File: src/rtl/contador_sincrono_decrescente_4bits.sv
// contador_sincrono_decrescente_4bits: cascadable synchronous down counter with load and T enable.
// Define SATURATE_DOWN_EN to hold at 0 instead of wrapping to MODULUS-1.
module contador_sincrono_decrescente_4bits #(
    parameter int WIDTH   = 4,
    parameter int MODULUS = 16
) (
    input  logic             clk,
    input  logic             clear,
    input  logic             T,
    input  logic             load,
    input  logic [WIDTH-1:0] d,
    output logic [WIDTH-1:0] q,
    output logic             zero,
    output logic             borrow
);
    localparam logic [WIDTH-1:0] TOP = WIDTH'(MODULUS - 1);
    logic [WIDTH-1:0] q_q, q_d, under_q;
`ifdef SATURATE_DOWN_EN
    assign under_q = '0;
`else
    assign under_q = TOP;
`endif
    assign q      = q_q;
    assign zero   = (q_q == '0);
    assign borrow = T & zero;
    // Out-of-range presets clamp to the top count
    always_comb q_d = load ? ((d <= TOP) ? d : TOP) : T ? (zero ? under_q : q_q - WIDTH'(1)) : q_q;
    always_ff @(posedge clk)
        if (!clear) q_q <= TOP;
        else        q_q <= q_d;
endmodule

File: config.mk
export PLATFORM = sky130hd
export DESIGN_NAME = contador_sincrono_decrescente_4bits
export DESIGN_NICKNAME = d
export VERILOG_FILES = /design/src/rtl/contador_sincrono_decrescente_4bits.sv
export SDC_FILE = /design/constraint.sdc
export NUM_CORES = 1
export LEC_CHECK = 0
export ABC_CLOCK_PERIOD_IN_PS = 1050
export BUFFER_PORTS_ARGS = -buffer_cell sky130_fd_sc_hd__buf_2
export CAP_MARGIN = 20
export CORE_AREA = 10 10 47 49
export CTS_BUF_LIST = sky130_fd_sc_hd__clkbuf_8
export DETAILED_ROUTE_END_ITERATION = 7
export DIE_AREA = 0 0 57 59
export PLACE_DENSITY = 0.45
export SLEW_MARGIN = 25
export SYNTH_ARGS = -nofsm -noshare
export SYNTH_HDL_FRONTEND = slang
export SYNTH_SLANG_ARGS = --single-unit
File: constraint.sdc
create_clock -name clk -period 1.05 [get_ports clk]
set_input_delay 0.105 -clock clk [delete_from_list [all_inputs] [get_ports clk]]
set_output_delay 0.105 -clock clk [all_outputs]
set_load 0.01 [all_outputs]
== After elaboration in Yosys (flattened, before gate mapping) ==
Index checks and enable logic that the tools add are counted.

* Flip-flop bits (word level): 4
* Input bits: 8
* Word-level logic and storage cells: 10

* Add/sub/neg operators: 1
* Magnitude comparators: 1
* Multiplexer cells: 4
* Bitwise gates (word level): 1
* Reductions and logical operators: 2

{| class="wikitable"
|+ Operators by type and width
! operator !! number
|-
| 4-bit two-way mux || 4
|-
| 4-bit <= comparator (second input constant) || 1
|-
| 4-bit logical NOT || 1
|-
| 4-bit by 1-bit subtractor with 4-bit output (second input constant) || 1
|-
| 2-bit nonzero test || 1
|-
| 1-bit bitwise AND || 1
|}

== Longest topological paths before layout ==
Gate-level depths: netlist (run 1).

* Word-level depth: 4
* Depth in mapped cells: 5
* Mapped depth without buffers: 5

== Least setup slack after synthesis (run 1) ==
OpenSTA, ideal clock, no wires.

* Path kind: reg-to-output
* Start point: register q_q[0] (netlist: q[0])
* End point: output borrow
* Arrival: 1.206 ns
* Data required time: 0.945 ns
* Path slack: -0.261 ns
* Stages on the path, launching flop included: 5
* Path buffers: 0
* Cells stage by stage: dfxtp_1 -> inv_1 -> ha_1 -> nor3b_1 -> and2_2

* Cells in the longest elaborated chain, start to end: 2

{| class="wikitable"
|+ Ends and longest elaborated chain
! item !! line !! source
|-
| start: declaration || 17 || <nowiki>logic [WIDTH-1:0] q_q, q_d, under_q;</nowiki>
|-
| start signal: assignment || 30 || <nowiki>else q_q <= q_d;</nowiki>
|-
| 4-bit logical NOT || 24 || <nowiki>assign zero = (q_q == '0);</nowiki>
|-
| net zero || 13 || <nowiki>output logic zero,</nowiki>
|-
| 1-bit bitwise AND || 25 || <nowiki>assign borrow = T & zero;</nowiki>
|-
| end: declaration || 14 || <nowiki>output logic borrow</nowiki>
|}

The timed path passes the listed nets, and every way through them passes these cells.

== Worst setup path after layout (run 1) ==
* Start point: register q_q[0] (netlist: q[0])
* End point: output borrow

* Cells in the longest elaborated chain, start to end: 2

{| class="wikitable"
|+ Ends and longest elaborated chain
! item !! line
|-
| 4-bit logical NOT || 24
|-
| 1-bit bitwise AND || 25
|}

Every way passes these cells.

==> results of run 1 <==
[metrics by stage]
step           hold WS (ns)  std cells
2_1_floorplan        0.1663         27
3_3_place_gp         0.3208         58
3_5_place_dp         0.3267         58
4_1_cts              0.1028         62
5_1_grt              0.1159         62
6_report             0.1062         62
[synth_stat cells, drive strengths merged]
cell	number
dfxtp	4
nand2	4
a21oi	2
inv	2
nor2b	2
o21ai	2
a21o	1
and2	1
and4	1
ha	1
mux2i	1
nand3	1
nor3b	1
o211ai	1
o21bai	1
o311ai	1
xor2	1
[where the power goes]
part	internal, mW	total (mW)	switching (mW)
sequential	0.165	0.181	0.0161
combinational	0.0594	0.115	0.0560
clock	0.244	0.321	0.0772
[path summary, 6_finish.rpt]
path | start | to | cells past startpoint
max | q[0] | borrow | 5
min | d[3] | q[3] | 3
min reg2reg | q[3] | q[3] | 2
max reg2reg | q[0] | q[3] | 6
[layout make-up]
cell class              instances  share of cell area
inverters                       2             0.02747
repair buffers                 16              0.2060
clock buffers                   3             0.09066
well taps                      16             0.04396
flip-flops and latches          4              0.1951
multi-input cells              21              0.4368
[timing repair]
item / in CTS / in global routing
pin swaps: 2 / 2
hold buffers: 0 / 0
setup buffers: 1 / 0
gates resized for setup: 4 / 1
setup endpoints to repair: 2 / 4
[critical path: cells and delay by family (launching register included)]
family	cells	cell delay, ns
flops	1	0.34
simple gates	2	0.34
buf+inv	2	0.15
fa+ha+maj	1	0.12
[placed cells by master (no fill, tap or decap), types with 2 or more instances in the layout]
cell type  count
nand2_1        4
buf_4          3
dfxtp_4        2
inv_4          2
buf_2         12
a21oi_2        2
clkbuf_8       3
[cells by family after synthesis]
group	after synthesis	synth area share
AND/OR/NAND/NOR	10	0.2589
buffers and inverters	2	0.03047
AO/OA/AOI/OAI	8	0.2589
flip-flops	4	0.3249
multiplexers	1	0.04061
XOR/XNOR	1	0.03554
adder cells (fa/ha/maj)	1	0.05075
[per-layer routing]
| layer | global-route usage | up-vias | share of wire |
|---|---|---|---|
| met5 | 0 | - | 0 |
| met4 | 0.04027 | 0 | 0 |
| met3 | 0.02790 | 0 | 0.099 |
| met2 | 0.06202 | 12 | 0.38 |
| met1 | 0.05707 | 114 | 0.52 |
| li1 | - | 135 | - |
==> run metrics, run 1 <==
end-of-flow core utilization=0.3250; overall power of the completed layout=approximately 0.62 mW; post-synthesis cell type count=19; sequential-to-total area share from yosys stat=0.3249; Syn Std Cell Area=about 250 um^2; element type at the critical path start=register; post-detailed-route wirelength per cell=roughly 12 um; Critical Setup Path Class=reg2out; post-synthesis sequential element count=4; result of the run=finished with violations; Crit Path Max Fanout=2; initial cell density of the core=0.1759; CORE AREA=~0.0014 mm^2; pwr/cell area=1357 mW/mm^2; setup repair after global routing missed its margin=yes; violated checks=setup timing; top-level I/O count=14; clock tree root buffer cell=clkbuf_8; cell taking the most area after synthesis=dfxtp_1; worst setup slack after placement=-0.04451 ns; maximum number of pins on one net before global-route repair=8; cell type of the slowest stage on the worst timing path=dfxtp_4; accumulated negative setup slack=-0.5418 ns; worst supply voltage drop on vdd=0.5323 mV; top-area cell type share of the netlist area=0.3249; number of filler cells placed in the layout=~150; critical path data required time=0.94 ns; cells after synthesis=27; CP endpoint kind=output pin; Sink Count=4; mean cell area of the mapped netlist=approximately 9.1 um^2; latest clock arrival within the worst-skew pair=around 0.21 ns; Largest stage delay, worst path=~0.34 ns; net count after synthesis=36; vias in the first global route=a little under 300; DIE AREA=~0.0034 mm^2; drt pass-1 iters=1; kind of path behind the tightest hold check=in2reg; worst reg2reg setup slack=-0.12 ns; Finish-stage setup viols=4; worst rel slew slack=0.8589; number of vias per cell=4.210; Std-Cell Rows=14; number of pins exceeding their max-slew limit in the final report=0; # DRC=0; data arrival time of the worst path=~1.2 ns; minimum clock period after layout=~1.3 ns; final clock skew=between 0.0004 and 0.0005 ns; vertical die dimension=between 50 and 60 um; CP Cell Sequence=inv_4 > ha_4 > nor3b_4 > and2_4 > buf_6; Num CTS Buffers=3; number of hold violations in the final report=0; Largest register FFs=4; clock-pin slew reported for the worst setup and hold paths after clock tree synthesis=~0.03 ns; highest clock rate=just under 800 MHz; total wire length=approximately 770 um; number of maximum-capacitance constraint violations=0; Placer Congestion=0.6452; total routing usage reported by global routing=0.04885; Final ANT Viol Nets=0; Inserted Diodes=0; area post-placement=382.9 um^2; setup slack of the critical path after layout=-0.2171 ns; clk buf depth=2; DPL Wire Length=around 620 um; share of final-layout standard cells stronger than drive strength 1=0.7174; initial antenna violation count=0; first-pass GRT wire length=~1200 um; overall die width=between 50 and 60 um; Layout Nets=57; CTS tree=done; most area-consuming cells after synthesis=dfxtp_1, o311ai_2, nand2_1; area taken by flip-flops and latches=between 80 and 90 um^2; IO buf count=13; count of warnings emitted by yosys=0; final instance area=455.4 um^2; area used by multi-input combinational logic=198.9 um^2; via count=between 200 and 300; violation count after the first detailed-routing iteration=0; slew at the pin closest to its max-slew limit=roughly 0.21 ns; residual overflow from global routing=0; H-tree level count=1; post-route clock period utilization=1.207; standby leakage power=between 0.2 and 0.25 nW; Syn-to-layout area delta=84.77%
Power figures use the tool's default switching activity.
==> run 2, diff against run 1 <==
--- a/config.mk
+++ b/config.mk
@@ -9,7 +9,6 @@
 export BUFFER_PORTS_ARGS = -buffer_cell sky130_fd_sc_hd__buf_2
 export CAP_MARGIN = 20
 export CORE_AREA = 10 10 47 49
-export CTS_BUF_LIST = sky130_fd_sc_hd__clkbuf_8
 export DETAILED_ROUTE_END_ITERATION = 7
 export DIE_AREA = 0 0 57 59
 export PLACE_DENSITY = 0.45
==> constraint.sdc (replaced) <==
create_clock -name clk -period 1.05 [get_ports clk]
set_input_delay 0.105 -clock clk [delete_from_list [all_inputs] [get_ports clk]]
set_output_delay 0.105 -clock clk [all_outputs]
set_load 0.02 [all_outputs]
==> run 2 against run 1 <==
The run still ends with setup timing left. Total power shrank 18%. Highest routed layer unchanged. Non-clock buffer count grew 1. Count of clock-buffer cells in the layout is the same. Critical endpoint unchanged. Via count down 0.77%. Sequential share of layout area increased by 0.22 points. Clock skew rose by 0.00063 ns.
==> run metrics, run 2 (synthesis gave the netlist of run 1 again) <==
fraction of power spent switching nets=0.3000 (was 0.2416); setup repair after global routing missed its margin=yes (unchanged); Num CTS Buffers=3 (unchanged); initial cell density of the core=0.1759 (unchanged); setup slack of the critical path after layout=-0.2653 ns (was -0.2171 ns); worst rel slew slack=0.8695 (was 0.8589); share of final-layout standard cells stronger than drive strength 1=0.7234 (was 0.7174); Final ANT Viol Nets=0 (unchanged); drt pass-1 iters=1 (unchanged); residual overflow from global routing=0 (unchanged); IO buf count=13 (unchanged); number of hold violations in the final report=0 (unchanged); total wire length=738 um (was 765 um); CP endpoint kind=output pin (unchanged); worst setup slack after placement=-0.05763 ns (was -0.04451 ns); pwr/cell area=1120 mW/mm^2 (was 1357 mW/mm^2); Finish-stage setup viols=4 (unchanged); highest clock rate=760.3 MHz (was 789.2 MHz); standby leakage power=0.2051 nW (was 0.2068 nW); clock tree root buffer cell=clkbuf_4 (was clkbuf_8); Inserted Diodes=0 (unchanged); Critical Setup Path Class=reg2out (unchanged); number of hold-repair buffers added at the cts stage=0 (unchanged); kind of path behind the tightest hold check=in2reg (unchanged); relative contribution of sequential cells to total power=0.357 (was 0.293); number of filler cells placed in the layout=155 (was 149); result of the run=finished with violations (unchanged); post-detailed-route wirelength per cell=11.71 um (was 12.34 um); Layout Nets=58 (was 57); violated checks=setup timing (unchanged); element type at the critical path start=register (unchanged); DIE AREA=0.003363 mm^2 (unchanged); top-level I/O count=14 (unchanged); worst reg2reg setup slack=-0.14 ns (was -0.12 ns); initial antenna violation count=0 (unchanged); number of maximum-capacitance constraint violations=0 (unchanged); combinational fraction of design power=0.246 (was 0.187); latest clock arrival within the worst-skew pair=0.24 ns (was 0.21 ns); minimum clock period after layout=1.315 ns (was 1.267 ns); data arrival time of the worst path=1.21 ns (was 1.16 ns); Std-Cell Rows=14 (unchanged); slew at the pin closest to its max-slew limit=0.1955 ns (was 0.2114 ns); # DRC=0 (unchanged); worst supply voltage drop on vdd=0.3337 mV (was 0.5323 mV); number of vias per cell=4.111 (was 4.210); filler-free cell count of the finished design=63 (was 62); via count=259 (was 261); violation count after the first detailed-routing iteration=0 (unchanged); CTS tree=done (unchanged); final clock skew=0.001082 ns (was 0.0004515 ns); clk buf depth=2 (unchanged); Largest register FFs=4 (unchanged); most common library cell in the layout ignoring fill and taps=buf_2 (unchanged); number of pins exceeding their max-slew limit in the final report=0 (unchanged); Sink Count=4 (unchanged); post-placement cell count=58 (unchanged); Crit Path Max Fanout=2 (unchanged); maximum number of pins on one net before global-route repair=8 (unchanged); total routing usage reported by global routing=0.04536 (was 0.04885); Placer Congestion=0.6446 (was 0.6452); vertical die dimension=59 um (unchanged); Syn-to-layout area delta=82.74% (was 84.77%); Net Sw Power=0.1513 mW (was 0.1493 mW); clock-pin slew reported for the worst setup and hold paths after clock tree synthesis=0.04 ns (was 0.03 ns); vias in the first global route=295 (was 297); critical path data required time=0.94 ns (about the same); post-route clock period utilization=1.253 (was 1.207); part of the total power dissipated in the clock network=0.397 (was 0.520); first-pass GRT wire length=1145 um (was 1235 um); internal power summed over all cells=0.3531 mW (was 0.4688 mW); CORE AREA=0.001401 mm^2 (unchanged); commonest non-fill, non-tap cells in the layout=buf_2, nand2_1, buf_4 (was buf_2, nand2_1, clkbuf_8, buf_4); H-tree level count=1 (unchanged); overall die width=57 um (unchanged)
[run 2: worst max-delay path, stage by stage, from the launching register on]
cell and delay (ns):
dfxtp_4 0.34, inv_4 0.06, ha_4 0.13, nor3b_4 0.18, and2_4 0.16, buf_6 0.11
[run 2: worst paths after layout]
kind,startpoint,endpoint,cells past startpoint
max,q[1],borrow,5
min reg2reg,q[3],q[3],2
max reg2reg,q[1],q[3],6
min,d[0],q[0],3
[run 2: stage by stage]
step                      hold WS (ns)    util  instance area (um^2)  total power [mW]  TNS (ns)
after global routing           0.08704  0.3214                 450.4            0.5360   -0.8903
after detailed placement        0.3223  0.2732                 382.9            0.2969  -0.05763
after floorplan                 0.1663       -                 282.8            0.2447   -0.1647
after global placement          0.3235  0.2732                 382.9            0.2969  -0.03761
final                          0.07718  0.3214                 450.4            0.5045   -0.7179
after CTS                      0.07309  0.3036                 425.4            0.5084   -0.6299
[run 2: area by class of cell]
type | instances | area, um^2 | share of cell area
flip-flops and latches | 4 | 88.84 | 0.1972
inverters | 2 | 12.51 | 0.02778
well taps | 16 | 20.02 | 0.04444
multi-input cells | 21 | 198.9 | 0.4417
clock buffers | 3 | 22.52 | 0.05000
repair buffers | 17 | 107.6 | 0.2389
[run 2: routing by layer]
| metal | global-route usage | part of all wire |
|---|---|---|
| met5 | 0 | 0 |
| met4 | 0.05034 | 0 |
| met3 | 0.03004 | 0.11 |
| met2 | 0.05271 | 0.38 |
| met1 | 0.04982 | 0.50 |
[run 2: power groups by stage]
stage / clock network, mW / logic (mW) / registers, mW
final: 0.200 / 0.124 / 0.180
after global routing: 0.214 / 0.139 / 0.182
after CTS: 0.208 / 0.120 / 0.181
after detailed placement: 0 / 0.115 / 0.182
after global placement: 0 / 0.115 / 0.182
after floorplan: 0 / 0.0462 / 0.198
[run 2: what timing repair did]
| item | 4_1_cts | 5_1_grt |
|---|---|---|
| setup endpoints to repair | 2 | 4 |
| setup buffers | 1 | 2 |
| gates cloned | 0 | 0 |
| endpoints found under the hold margin | 0 | 0 |
| pin swaps | 2 | 4 |
| gates resized for setup | 5 | 3 |
==> run 3, diff against run 2 <==
--- a/config.mk
+++ b/config.mk
@@ -11,7 +11,7 @@
 export CORE_AREA = 10 10 47 49
 export DETAILED_ROUTE_END_ITERATION = 7
 export DIE_AREA = 0 0 57 59
-export PLACE_DENSITY = 0.45
+export PLACE_DENSITY = 0.48
 export SLEW_MARGIN = 25
 export SYNTH_ARGS = -nofsm -noshare
 export SYNTH_HDL_FRONTEND = slang
==> run 3 against run 2 <==
The run still ends with setup timing left. Sequential cell count stayed put. Utilization did not move. Critical path depth unchanged. Non-clock buffer count is the same. Via count is 3.9% higher. Count of clock-buffer cells in the layout stayed put. Largest power group unchanged. Cell count is the same. Fmax fell by 0.84%.
==> run metrics, run 3 (synthesis gave the netlist of run 1 again) <==
met3 routing resource usage after global routing=0.03219 (was 0.03004); overall power of the completed layout=0.4969 mW (was 0.5045 mW); result of the run=finished with violations (unchanged); most common library cell in the layout ignoring fill and taps=buf_2 (unchanged); Syn-to-layout area delta=82.74% (unchanged); cell type of the slowest stage on the worst timing path=dfxtp_4 (unchanged); clk buf depth=2 (unchanged); # DRC=0 (unchanged); worst setup slack after placement=-0.06492 ns (was -0.05763 ns); violated checks=setup timing (unchanged); pwr/cell area=1103 mW/mm^2 (was 1120 mW/mm^2); initial cell density of the core=0.1759 (unchanged); element type at the critical path start=register (unchanged); data arrival time of the worst path=1.22 ns (was 1.21 ns); number of hold violations in the final report=0 (unchanged); maximum number of pins on one net before global-route repair=8 (unchanged); violation count after the first detailed-routing iteration=2 (was 0); latest clock arrival within the worst-skew pair=0.23 ns (was 0.24 ns); routing usage on met2=0.05581 (was 0.05271); Placer Congestion=0.7246 (was 0.6446); standby leakage power=0.2050 nW (was 0.2051 nW); number of vias per cell=4.270 (was 4.111); total wire length=754 um (was 738 um); CORE AREA=0.001401 mm^2 (unchanged); vias in the first global route=291 (was 295); number of hold-repair buffers added at the cts stage=0 (unchanged); post-placement cell count=58 (unchanged); total routing usage reported by global routing=0.04721 (was 0.04536); slew at the pin closest to its max-slew limit=0.2091 ns (was 0.1955 ns); Finish-stage setup viols=4 (unchanged); CP Cell Sequence=inv_4 > ha_4 > nor3b_4 > and2_4 > buf_6 (unchanged); share of final-layout standard cells stronger than drive strength 1=0.7234 (unchanged); post-route clock period utilization=1.263 (was 1.253); commonest non-fill, non-tap cells in the layout=buf_2, nand2_1, buf_4 (unchanged); vertical die dimension=59 um (unchanged); Largest register FFs=4 (unchanged); Std-Cell Rows=14 (unchanged); drt pass-1 iters=2 (was 1); Sink Count=4 (unchanged); top-level I/O count=14 (unchanged); Final ANT Viol Nets=0 (unchanged); number of maximum-capacitance constraint violations=0 (unchanged); worst supply voltage drop on vdd=0.3531 mV (was 0.3337 mV); kind of path behind the tightest hold check=in2reg (unchanged); global-route met1 utilization=0.05137 (was 0.04982); critical path data required time=0.94 ns (about the same); clock tree root buffer cell=clkbuf_4 (unchanged); setup slack of the critical path after layout=-0.2764 ns (was -0.2653 ns); H-tree level count=1 (unchanged); Inserted Diodes=0 (unchanged); setup repair after global routing missed its margin=yes (unchanged); CP endpoint kind=output pin (unchanged); initial antenna violation count=0 (unchanged); final instance area=450.4 um^2 (unchanged); Layout Nets=58 (unchanged); overall die width=57 um (unchanged); accumulated negative setup slack=-0.6643 ns (was -0.7179 ns); IO buf count=13 (unchanged); DIE AREA=0.003363 mm^2 (unchanged); first-pass GRT wire length=1221 um (was 1145 um); filler-free cell count of the finished design=63 (unchanged); number of pins exceeding their max-slew limit in the final report=0 (unchanged); worst rel slew slack=0.8604 (was 0.8695); via count=269 (was 259); minimum clock period after layout=1.326 ns (was 1.315 ns); Crit Path Max Fanout=4 (was 2); area post-placement=382.9 um^2 (unchanged); Largest stage delay, worst path=0.34 ns (about the same); final clock skew=0.003297 ns (was 0.001082 ns); clock-pin slew reported for the worst setup and hold paths after clock tree synthesis=0.04 ns (about the same); Critical Setup Path Class=reg2out (unchanged); layer carrying the most global-route usage=met2 (unchanged); Num CTS Buffers=3 (unchanged); highest clock rate=753.9 MHz (was 760.3 MHz); post-detailed-route wirelength per cell=11.97 um (was 11.71 um); CTS tree=done (unchanged); residual overflow from global routing=0 (unchanged)
run 3: cell counts in the layout (fill, tap and decap cells not counted):
Identical to the previous run, type by type.
run 3: critical path, delay by kind of cell (launching register included):
family / cells / cell delay [ns]
adders and majority gates: 1 / 0.14
and+or+nand+nor: 2 / 0.34
DFF: 1 / 0.34
buffers and inverters: 2 / 0.17
run 3: final cells by class:
type                       count  area [um^2]
clock buffer                   3        22.52
fill                         156        950.9
inverter                       2        12.51
multi-input combinational     21        198.9
sequential                     4        88.84
tap                           16        20.02
timing repair buffer          17        107.6
run 3: metrics by stage:
stage                     hold WS, ns    util
final                         0.08884  0.3214
after global routing          0.09323  0.3214
after CTS                     0.08388  0.3054
after detailed placement       0.3272  0.2732
after global placement         0.3229  0.2732
after floorplan                0.1663       -
run 3: repair_timing:
action / in CTS / in global routing
endpoints found under the hold margin: 0 / 0
setup buffers: 1 / 1
pin swaps: 2 / 5
setup endpoints to repair: 2 / 4
gates resized for setup: 5 / 3
run 3: layer usage:
metal,up-vias,wire (um)
met3,0,103
met1,116,368
met5,-,0
li1,140,-
met4,0,0
met2,13,282
run 3: power breakdown:
part	leakage [nW]	total (mW)	switching, mW	internal, mW
registers	0.0332	0.181	0.0159	0.165
logic	0.158	0.125	0.0647	0.0607
clock network	0.0138	0.191	0.0628	0.128
total	0.205	0.497	0.143	0.353
run 3: path summary, 6_finish.rpt:
check	start	end	slack, ns	cells after the start
min reg2reg	q[3]	q[3]	0.63	2
max reg2reg	q[1]	q[3]	-0.13	6
max	q[0]	borrow	-0.28	5
min	d[3]	q[3]	0.09	3
